## src/rtl/btn_debounce_edge.sv

```systemverilog
`timescale 1ns/1ps
// Button conditioner: two-flop synchroniser, stability-count debouncer and
// registered rise/fall pulses, press toggle and 8-bit press counter.
module btn_debounce_edge #(
  parameter int STABLE_CYCLES = 1000000
) (
  input  logic       clk,
  input  logic       rst_n,
  input  logic       btn_in,
  output logic       db_out,
  output logic       rise_pulse,
  output logic       fall_pulse,
  output logic       toggle_out,
  output logic [7:0] press_cnt
);

  localparam int               CNT_W    = $clog2(STABLE_CYCLES + 1);
  localparam logic [CNT_W-1:0] CNT_LAST = CNT_W'(STABLE_CYCLES - 1);

  logic             sync_1_reg;
  logic             sync_2_reg;
  logic [CNT_W-1:0] cnt_reg,    cnt_next;
  logic             db_reg,     db_next;
  logic             rise_reg,   rise_next;
  logic             fall_reg,   fall_next;
  logic             toggle_reg, toggle_next;
  logic [7:0]       press_reg,  press_next;

  // Only sync_2_reg feeds the debouncer; btn_in never reaches logic directly.
  always_comb begin
    cnt_next    = cnt_reg;
    db_next     = db_reg;
    rise_next   = 1'b0;
    fall_next   = 1'b0;
    toggle_next = toggle_reg;
    press_next  = press_reg;

    if (sync_2_reg == db_reg) begin
      cnt_next = '0;
    end else if (cnt_reg == CNT_LAST) begin
      cnt_next  = '0;
      db_next   = sync_2_reg;
      rise_next = sync_2_reg;
      fall_next = ~sync_2_reg;
    end else begin
      cnt_next = cnt_reg + CNT_W'(1);
    end

    // Toggle and press count follow accepted rises only, never falls.
    if (rise_next) begin
      toggle_next = ~toggle_reg;
      press_next  = press_reg + 8'd1;
    end
  end

  always_ff @(posedge clk or negedge rst_n) begin
    if (!rst_n) begin
      sync_1_reg <= 1'b0;
      sync_2_reg <= 1'b0;
      cnt_reg    <= '0;
      db_reg     <= 1'b0;
      rise_reg   <= 1'b0;
      fall_reg   <= 1'b0;
      toggle_reg <= 1'b0;
      press_reg  <= 8'h00;
    end else begin
      sync_1_reg <= btn_in;
      sync_2_reg <= sync_1_reg;
      cnt_reg    <= cnt_next;
      db_reg     <= db_next;
      rise_reg   <= rise_next;
      fall_reg   <= fall_next;
      toggle_reg <= toggle_next;
      press_reg  <= press_next;
    end
  end

  assign db_out     = db_reg;
  assign rise_pulse = rise_reg;
  assign fall_pulse = fall_reg;
  assign toggle_out = toggle_reg;
  assign press_cnt  = press_reg;

endmodule

```

## config.mk

```make
export PLATFORM = sky130hd
export DESIGN_NAME = btn_debounce_edge
export DESIGN_NICKNAME = d
export VERILOG_FILES = /design/src/rtl/btn_debounce_edge.sv
export SDC_FILE = /design/constraint.sdc
export NUM_CORES = 1
export LEC_CHECK = 0
export BUFFER_PORTS_ARGS = -buffer_cell sky130_fd_sc_hd__buf_4
export CAP_MARGIN = 20
export CORE_MARGIN = 10
export CORE_UTILIZATION = 40
export DETAILED_ROUTE_END_ITERATION = 7
export SYNTH_ARGS = -nofsm -noshare
export SYNTH_HDL_FRONTEND = slang
export SYNTH_SLANG_ARGS = --single-unit
```

## constraint.sdc

```tcl
create_clock -name clk -period 2.8 [get_ports clk]
set_input_delay 0.56 -clock clk [delete_from_list [all_inputs] [get_ports clk]]
set_output_delay 0.56 -clock clk [all_outputs]
set_load 0.01 [all_outputs]
```

==> results of run 1 <==
-- critical path, cell delays in order, from the launching register on --
cell and delay, ns:
dfrtp_1 0.41, or4b_1 0.50, or4_4 0.55, nor3_2 0.31
mux2_2 0.37
-- through the flow --
step	hold slack, ns	area (um2)
after CTS	0.236	1880
after detailed placement	0.347	1790
after floorplan	0.264	1650
final	0.224	1880
after global placement	0.340	1790
after global routing	0.243	1880
-- Yosys cell counts, drive strengths merged --
master	number
or4	5
nand3	9
inv	6
buf	3
nor4	4
or2	1
or4b	1
or3	5
nor3	8
ha	2
nand2b	1
a21oi	7
nor4b	1
mux2	2
and4	1
o21bai	1
o31ai	2
clkbuf	2
nand2	9
nor2b	1
xnor2	11
nor2	18
nor4bb	1
nand4	4
o21ai	5
dfrtp	34
xor2	9
-- report_power, final --
part | switching (mW) | leakage [nW] | total (mW) | internal, mW
Clock | 0.165 | 0.0431 | 0.354 | 0.190
Combinational | 0.0186 | 0.320 | 0.0263 | 0.00770
Sequential | 0.00594 | 0.468 | 0.502 | 0.496
Total | 0.189 | 0.831 | 0.883 | 0.693
-- logic make-up after synthesis --
| group | count (synthesis) | synth area share, % |
|---|---|---|
| fa+ha+maj | 2 | 1.51 |
| compound gates | 15 | 5.68 |
| buf+inv | 11 | 3.48 |
| xor+xnor | 20 | 10.6 |
| mux | 2 | 1.36 |
| flops | 34 | 51.5 |
| simple gates | 69 | 25.9 |
-- worst max-delay path by stage --
stage | from | end | slack, ns
after global routing | cnt_reg[15]$_DFF_PN0_ | press_cnt[1]$_DFFE_PN0P_ | 0.45
after floorplan | cnt_reg[12]$_DFF_PN0_ | press_cnt[1]$_DFFE_PN0P_ | 0.75
after global placement | cnt_reg[12]$_DFF_PN0_ | press_cnt[1]$_DFFE_PN0P_ | 0.56
after detailed placement | cnt_reg[15]$_DFF_PN0_ | press_cnt[1]$_DFFE_PN0P_ | 0.53
after CTS | cnt_reg[12]$_DFF_PN0_ | press_cnt[1]$_DFFE_PN0P_ | 0.53
final | cnt_reg[12]$_DFF_PN0_ | press_cnt[1]$_DFFE_PN0P_ | 0.54
-- layer usage --
metal,global-route usage (%),vias to the layer above,part of all wire [%]
met4,3.50,0,0.62
met1,10.7,560,44
met2,15.9,22,49
li1,-,566,-
met3,4.54,2,6.8
met5,0,-,0
-- layout make-up --
class / instances / area (um2) / area share [%]
clock buffers: 6 / 82.6 / 4.40
inverters: 6 / 22.5 / 1.20
multi-input cells: 108 / 744 / 39.7
flip-flops and latches: 34 / 851 / 45.4
well taps: 50 / 62.6 / 3.34
repair buffers: 15 / 113 / 6.00
==> flow_summary.yaml, run 1 <==
run_status:
  outcome: "completed"
sta:
  finalHoldViolCount: 0
  period_minus_slack_ns: 2.26
  relSlewSlack_pct: 69.4
  tightestPinTransition_ns: 0.457
  fin_skew_ns: 0.00214
  slew_viol_final: 0
  final.setup.tns_ns: 0
  rsz0062_at_grt: "no"
  setup_ws_ns: 0.540
  fin_crit_sh_pct: 80.7
  finalSetupViolCount: 0
  fmax_mhz: 442
detailed_routing:
  ant_nets: 0
  drc: 0
  vias: 1150
  drt_iter0_drc: 79
  wl_per_cell_um: 14.1
  vias_per_cell: 5.25
  drt-total-wl_mm: 3.08
  dr.pass1.iters: 4
synthesis:
  ys_types: 33
  yosysWarnings: 0
  synthCells: 153
  synth-seq-cells: 34
  seq_area_frac_synth_pct: 51.5
  syn_nets: 158
  synth_area_um2: 1650
  synthTopCellsByArea: "dfrtp_1 51%, xnor2_1 5.8%, xor2_1 4.8%"
  avgSynthCellArea_um2: 10.8
  yosys.area.top_type: "dfrtp_1"
  synth_top_area_share_pct: 51.5
floorplan:
  die_w_um: 84.3
  die_area_um2: 7100
  ios: 15
  start_util_pct: 41.3
  core_area_um2: 4000
  die_h_um: 84.3
  rows: 23
grt:
  grt_overflow_total: 0
  grt_pass1_vias: 1258
  antenna_found_initial: 0
  grt_max_degree: 35
  grt.total_usage_pct: 9.70
  grt_pass1_wl_mm: 5.74
critical_path:
  reg2reg_to: "press_cnt[1]$_DFFE_PN0P_"
  r2r_cells: 4
  critical_path_class: "flip-flop to flip-flop"
  startpoint_type: "flip-flop"
  r2r_slack_ns: 0.54
  worstReg2RegStart: "cnt_reg[12]$_DFF_PN0_"
  required_ns: 2.96
  cp-end-kind: "flip-flop"
  arrival_ns: 2.42
  cp_max_fo: 11
cts:
  cts_sinks: 34
  cts-resized-gates: 0
  postCtsHoldBufs: 0
  clk_pin_slew_worst_paths_ns: 0.07
  cts_buffer_depth: 2
  numCtsBuffers: 5
  cts_root_buffer: "clkbuf_8"
  cts_max_level: 2
  postCtsSetupBuffers: 0
  cts_tree: "yes"
  clk_latency_ns: 0.28
placed_design:
  hpwl_mm: 2.19
  io_buffers: 14
  pre_cts_ws_ns: 0.535
  gp_congestion: 0.776
  dp.cells: 213
finish:
  diodes: 0
  nNetsFinal: 175
  final_common_cell: "dfrtp_1"
  area_delta_synth_final_pct: 13.5
  postLayoutCoreUtil_pct: 46.9
  layout_common_cells: "34 x dfrtp_1, 18 x nor2_1, 15 x buf_4"
  drive_gt1_share_pct: 18.3
  finalNonFillerCells: 219
  nFillCells: 370
  largest_reg_flops: 20
power_and_ir_drop:
  power_density_nw_per_um2: 471
  p_total_uw: 883
  peakVddDrop_v: 0.000254
  leakagePower_nw: 0.831
min_path:
  hold_class: "primary input to async pin"
job:
  maxCapViolCount: 0
No activity file was read; power rests on OpenSTA's default activity.
==> run 2, diff against run 1 <==
clock period = 1.8 ns   (was 2.8 ns; I/O delays follow)
==> run 2 against run 1 <==
  * The flow now finishes with violations (setup timing)
  * Core utilization increased by 6.1 points
  * Fmax increased by 12%
  * Routed wire length increased by 7.8%
  * Worst hold slack got worse by 0.20 ns
  * Critical path type unchanged
  * Largest power group unchanged
==> flow_summary.yaml, run 2 (synthesis results as in run 1) <==
critical_path:
  startpoint_type: "flip-flop"
  required_ns: 2.00
  cp-startpoint: "cnt_reg[15]$_DFF_PN0_"
  cp_max_fo: 8
  reg2reg_to: "press_cnt[7]$_DFFE_PN0P_"
  cp-end-kind: "flip-flop"
  critical_path_class: "flip-flop to flip-flop"
  r2r_cells: 5
  arrival_ns: 2.21
  r2r_slack_ns: -0.21
  crit_end: "press_cnt[7]$_DFFE_PN0P_"
  worstReg2RegStart: "cnt_reg[15]$_DFF_PN0_"
sta:
  tightestPinTransition_ns: 0.426
  finalSetupViolCount: 31
  slew_viol_final: 0
  relSlewSlack_pct: 71.6
  rsz0062_at_grt: "yes"
  setup_ws_ns: -0.210
  finalHoldViolCount: 0
  fmax_mhz: 498
  period_minus_slack_ns: 2.01
  fin_crit_sh_pct: 112
  fin_skew_ns: 0.00533
power_and_ir_drop:
  peakVddDrop_v: 0.000346
  power_density_nw_per_um2: 640
  swShare_pct: 21.6
  p_int_mw: 1.06
  pwr-share-comb_pct: 4.5
  leakagePower_nw: 0.969
  seqPwrFrac_pct: 57.3
  clockPowerShare_pct: 38.1
  p_switching_uw: 293
job:
  maxCapViolCount: 0
cts:
  cts_buffer_depth: 2
  cts_sinks: 34
  cts_max_level: 2
  clk_latency_ns: 0.28
  numCtsBuffers: 5
  clk_pin_slew_worst_paths_ns: 0.06
  cts_tree: "yes"
  cts_root_buffer: "clkbuf_8"
floorplan:
  die_area_um2: 7100
  core_area_um2: 4000
  ios: 15
  start_util_pct: 41.3
  die_h_um: 84.3
  rows: 23
  die_w_um: 84.3
grt:
  grt_pass1_vias: 1277
  grt.total_usage_pct: 9.93
  grt_overflow_total: 0
  antenna_found_initial: 0
  grt_max_degree: 35
  grt_pass1_wl_mm: 5.87
finish:
  final_common_cell: "buf_4"
  regArea_um2: 851
  area_delta_synth_final_pct: 28.3
  nNetsFinal: 199
  design_area_um2: 2120
  layout_common_cells: "35 x buf_4, 34 x dfrtp_1, 17 x nor2_1"
  largest_reg_flops: 20
  drive_gt1_share_pct: 30.4
  finalNonFillerCells: 244
  diodes: 0
  multi_input_area_um2: 783
  nFillCells: 353
placed_design:
  hpwl_mm: 2.43
  place_area_um2: 2020
  io_buffers: 14
  dp.cells: 236
  gp_congestion: 0.803
run_status:
  outcome: "finished with violations"
  violations: "setup timing"
detailed_routing:
  vias: 1243
  drt_iter0_drc: 34
  vias_per_cell: 5.09
  drc: 0
  ant_nets: 0
  dr.pass1.iters: 4
  wl_per_cell_um: 13.6
  drt-total-wl_mm: 3.32
min_path:
  hold_class: "primary input to async pin"
[run 2: changes by cell type in the layout (fill, tap and decap cells not counted), sizes merged]
cell / change
buf: +24
clkbuf: +1
[run 2: routing by layer]
| metal | GRT usage, % | vias to the layer above | share of wire (%) | wire length (um) |
|---|---|---|---|---|
| met5 | 0 | - | 0 | 0 |
| met4 | 5.78 | 0 | 1.6 | 53 |
| met3 | 3.19 | 5 | 5.4 | 180 |
| met2 | 15.7 | 29 | 50 | 1640 |
| met1 | 11.5 | 595 | 43 | 1440 |
| li1 | - | 614 | - | - |
[run 2: worst max-delay path, stage by stage, from the launching register on]
cell	delay [ns]
dfrtp_1	0.37
or4b_1	0.52
or4_4	0.49
buf_6	0.18
nor4_4	0.21
xor2_1	0.17
[run 2: final cells by class]
type,count,share of cell area (%)
clock buffer,7,3.60
tap,50,2.95
timing repair buffer,39,15.3
sequential,34,40.1
multi-input combinational,108,36.9
inverter,6,1.06
[run 2: power by group through the flow]
stage	Sequential [mW]	Combinational, mW	Clock [mW]
final	0.778	0.0613	0.517
after global routing	0.778	0.0701	0.565
after CTS	0.778	0.0638	0.533
after detailed placement	0.792	0.0636	0
after global placement	0.792	0.0623	0
after floorplan	0.793	0.0227	0
[run 2: how the worst min path moves through the flow]
stage | startpoint | endpoint | slack (ns) | cells past startpoint
2_1_floorplan | rst_n | cnt_reg[0]$_DFF_PN0_ | 0.06 | 0
3_3_place_gp | rst_n | press_cnt[0]$_DFFE_PN0P_ | 0.33 | 1
3_5_place_dp | rst_n | press_cnt[0]$_DFFE_PN0P_ | 0.33 | 1
4_1_cts | rst_n | press_cnt[7]$_DFFE_PN0P_ | 0.03 | 1
5_1_grt | rst_n | press_cnt[2]$_DFFE_PN0P_ | 0.04 | 1
6_report | rst_n | press_cnt[1]$_DFFE_PN0P_ | 0.02 | 1
[run 2: per-stage QoR]
step | utilization [%] | setup TNS [ns] | worst slack [ns] | power [mW] | hold WS [ns]
after floorplan | - | -4.22 | -0.232 | 0.816 | 0.0644
after global placement | 50.5 | -4.65 | -0.190 | 0.854 | 0.331
after detailed placement | 50.5 | -5.38 | -0.238 | 0.856 | 0.334
after CTS | 52.8 | -5.74 | -0.217 | 1.37 | 0.0294
after global routing | 53.0 | -7.66 | -0.287 | 1.41 | 0.0423
final | 53.0 | -5.36 | -0.210 | 1.36 | 0.0214
[run 2: what timing repair did]
action	CTS	global route
pin swaps	1	3
resized for setup	2	2
buffers inserted	1	0
hold buffers	0	0
endpoints found under the setup margin	31	31
==> run 3, diff against run 2 <==
BUFFER_PORTS_ARGS = -buffer_cell sky130_fd_sc_hd__buf_2   (was -buffer_cell sky130_fd_sc_hd__buf_4)
CELL_PAD_IN_SITES_DETAIL_PLACEMENT = 1   (was unset)
CELL_PAD_IN_SITES_GLOBAL_PLACEMENT = 1   (was unset)
CORE_MARGIN = 5   (was 10)
PLACE_DENSITY_LB_ADDON = 0.1   (was unset)
==> run 3 against run 2 <==
  * The flow still finishes with violations (setup timing)
  * Setup slack worse by 0.052 ns
  * Via count grew 2.8%
  * Die area shrank 22%
  * Final area grew 1.4%
  * Total power increased by 5.2%
  * Critical path depth down 1
  * Worst hold slack better by 0.079 ns
  * Core utilization is 0.72 points higher
  * Register-to-register slack worse by 0.05 ns
  * Sequential share of layout area decreased by 0.54 points
  * Largest power group unchanged
==> flow_summary.yaml, run 3 (synthesis results as in run 1) <==
sta:
  relSlewSlack_pct: 70.4
  fin_skew_ns: 0.0104
  period_minus_slack_ns: 2.06
  finalHoldViolCount: 0
  finalSetupViolCount: 31
  finalHoldWorstSlack_ns: 0.100
  fin_crit_sh_pct: 115
  setup_ws_ns: -0.261
  tightestPinTransition_ns: 0.444
  slew_viol_final: 0
  rsz0062_at_grt: "yes"
  fmax_mhz: 485
grt:
  grt_overflow_total: 0
  grt_pass1_wl_mm: 6.96
  grt_pass1_vias: 1493
  grt_max_degree: 35
  grt.total_usage_pct: 16.4
  antenna_found_initial: 0
power_and_ir_drop:
  peakVddDrop_v: 0.000365
  pwr-share-comb_pct: 4.6
  power_density_nw_per_um2: 664
  p_int_mw: 1.11
  swShare_pct: 22.4
  leakagePower_nw: 1.03
  clockPowerShare_pct: 40.9
  seqPwrFrac_pct: 54.5
  p_switching_uw: 320
detailed_routing:
  dr.pass1.iters: 2
  vias: 1278
  wl_per_cell_um: 15.7
  vias_per_cell: 5.15
  drt_iter0_drc: 42
  drt-total-wl_mm: 3.90
  drc: 0
  ant_nets: 0
critical_path:
  r2r_slack_ns: -0.26
  r2r_cells: 4
  worstReg2RegStart: "cnt_reg[15]$_DFF_PN0_"
  cp-end-kind: "flip-flop"
  startpoint_type: "flip-flop"
  cp_max_fo: 4
  critical_path_class: "flip-flop to flip-flop"
  required_ns: 1.97
  arrival_ns: 2.24
  reg2reg_to: "press_cnt[1]$_DFFE_PN0P_"
min_path:
  hold_class: "primary input to async pin"
floorplan:
  start_util_pct: 41.3
  die_area_um2: 5520
  die_h_um: 74.3
  rows: 23
  core_area_um2: 4000
  die_w_um: 74.3
  ios: 15
cts:
  clk_pin_slew_worst_paths_ns: 0.08
  cts_sinks: 34
  postCtsHoldBufs: 0
  cts_root_buffer: "clkbuf_8"
  clk_latency_ns: 0.28
  cts_tree: "yes"
  cts_max_level: 2
  cts_buffer_depth: 2
  postCtsSetupBuffers: 0
  numCtsBuffers: 5
placed_design:
  gp_congestion: 0.812
  dp.cells: 240
  hpwl_mm: 2.84
  io_buffers: 14
  place_area_um2: 2000
finish:
  final_common_cell: "dfrtp_1"
  drive_gt1_share_pct: 33.8
  postLayoutCoreUtil_pct: 53.7
  nNetsFinal: 202
  layout_common_cells: "34 x dfrtp_1, 25 x buf_4, 17 x nor2_1"
  design_area_um2: 2150
  finalNonFillerCells: 248
  largest_reg_flops: 20
  diodes: 0
  area_delta_synth_final_pct: 30.1
run_status:
  outcome: "finished with violations"
  violations: "setup timing"
job:
  maxCapViolCount: 0
## run 3: changes by cell type in the layout (fill, tap and decap cells not counted), moves of 2 or more
cell	previous run	this run
buf_2	0	14
nor3_4	1	3
buf_4	35	25
nor3_2	3	1
## run 3: power groups by stage
stage	Combinational, mW	Sequential (mW)	Clock, mW
2_1_floorplan	0.0227	0.793	0
3_3_place_gp	0.0645	0.791	0
3_5_place_dp	0.0674	0.792	0
4_1_cts	0.0676	0.778	0.603
5_1_grt	0.0750	0.778	0.642
6_report	0.0659	0.778	0.584
## run 3: cell type report
class,instances,area (um2)
Fill cell,457,1850
Sequential cell,34,851
Inverter,6,22.5
Tap cell,50,62.6
Clock inverter,1,5.00
Timing Repair Buffer,42,309
Clock buffer,7,86.3
Multi-Input combinational cell,108,813
## run 3: repair_timing
| action | 4_1_cts | 5_1_grt |
|---|---|---|
| setup endpoints to repair | 31 | 31 |
| gates resized for setup | 5 | 6 |
| pin swaps | 1 | 5 |
## run 3: stage by stage
step	power [mW]	setup TNS, ns	worst slack, ns
final	1.43	-6.47	-0.261
after global routing	1.50	-9.00	-0.343
after CTS	1.45	-6.41	-0.240
after detailed placement	0.860	-6.55	-0.277
after floorplan	0.816	-4.22	-0.232
after global placement	0.856	-5.37	-0.239
## run 3: routing by layer
metal	part of all wire [%]	GRT usage, %	vias to the layer above
met3	2.5	3.24	6
met1	43	19.3	643
met4	1.4	5.73	0
li1	-	-	613
met5	0	0	-
met2	53	29.6	16
## run 3: worst max-delay path by stage
stage                               start                  endpoint  slack, ns  cells after the start
floorplan           cnt_reg[12]$_DFF_PN0_  press_cnt[1]$_DFFE_PN0P_      -0.23                      4
global placement    cnt_reg[15]$_DFF_PN0_      fall_pulse$_DFF_PN0_      -0.24                      4
detailed placement  cnt_reg[15]$_DFF_PN0_      fall_pulse$_DFF_PN0_      -0.28                      4
CTS                 cnt_reg[15]$_DFF_PN0_  press_cnt[5]$_DFFE_PN0P_      -0.24                      5
global route        cnt_reg[15]$_DFF_PN0_  press_cnt[1]$_DFFE_PN0P_      -0.34                      4
finish              cnt_reg[15]$_DFF_PN0_  press_cnt[1]$_DFFE_PN0P_      -0.26                      4
## run 3: worst max-delay path, cell delays in order, from the launching register on
cell and delay [ns]:
dfrtp_1 0.38, or4b_4 0.52, or4_4 0.50, nor3_4 0.23, mux2_4 0.32
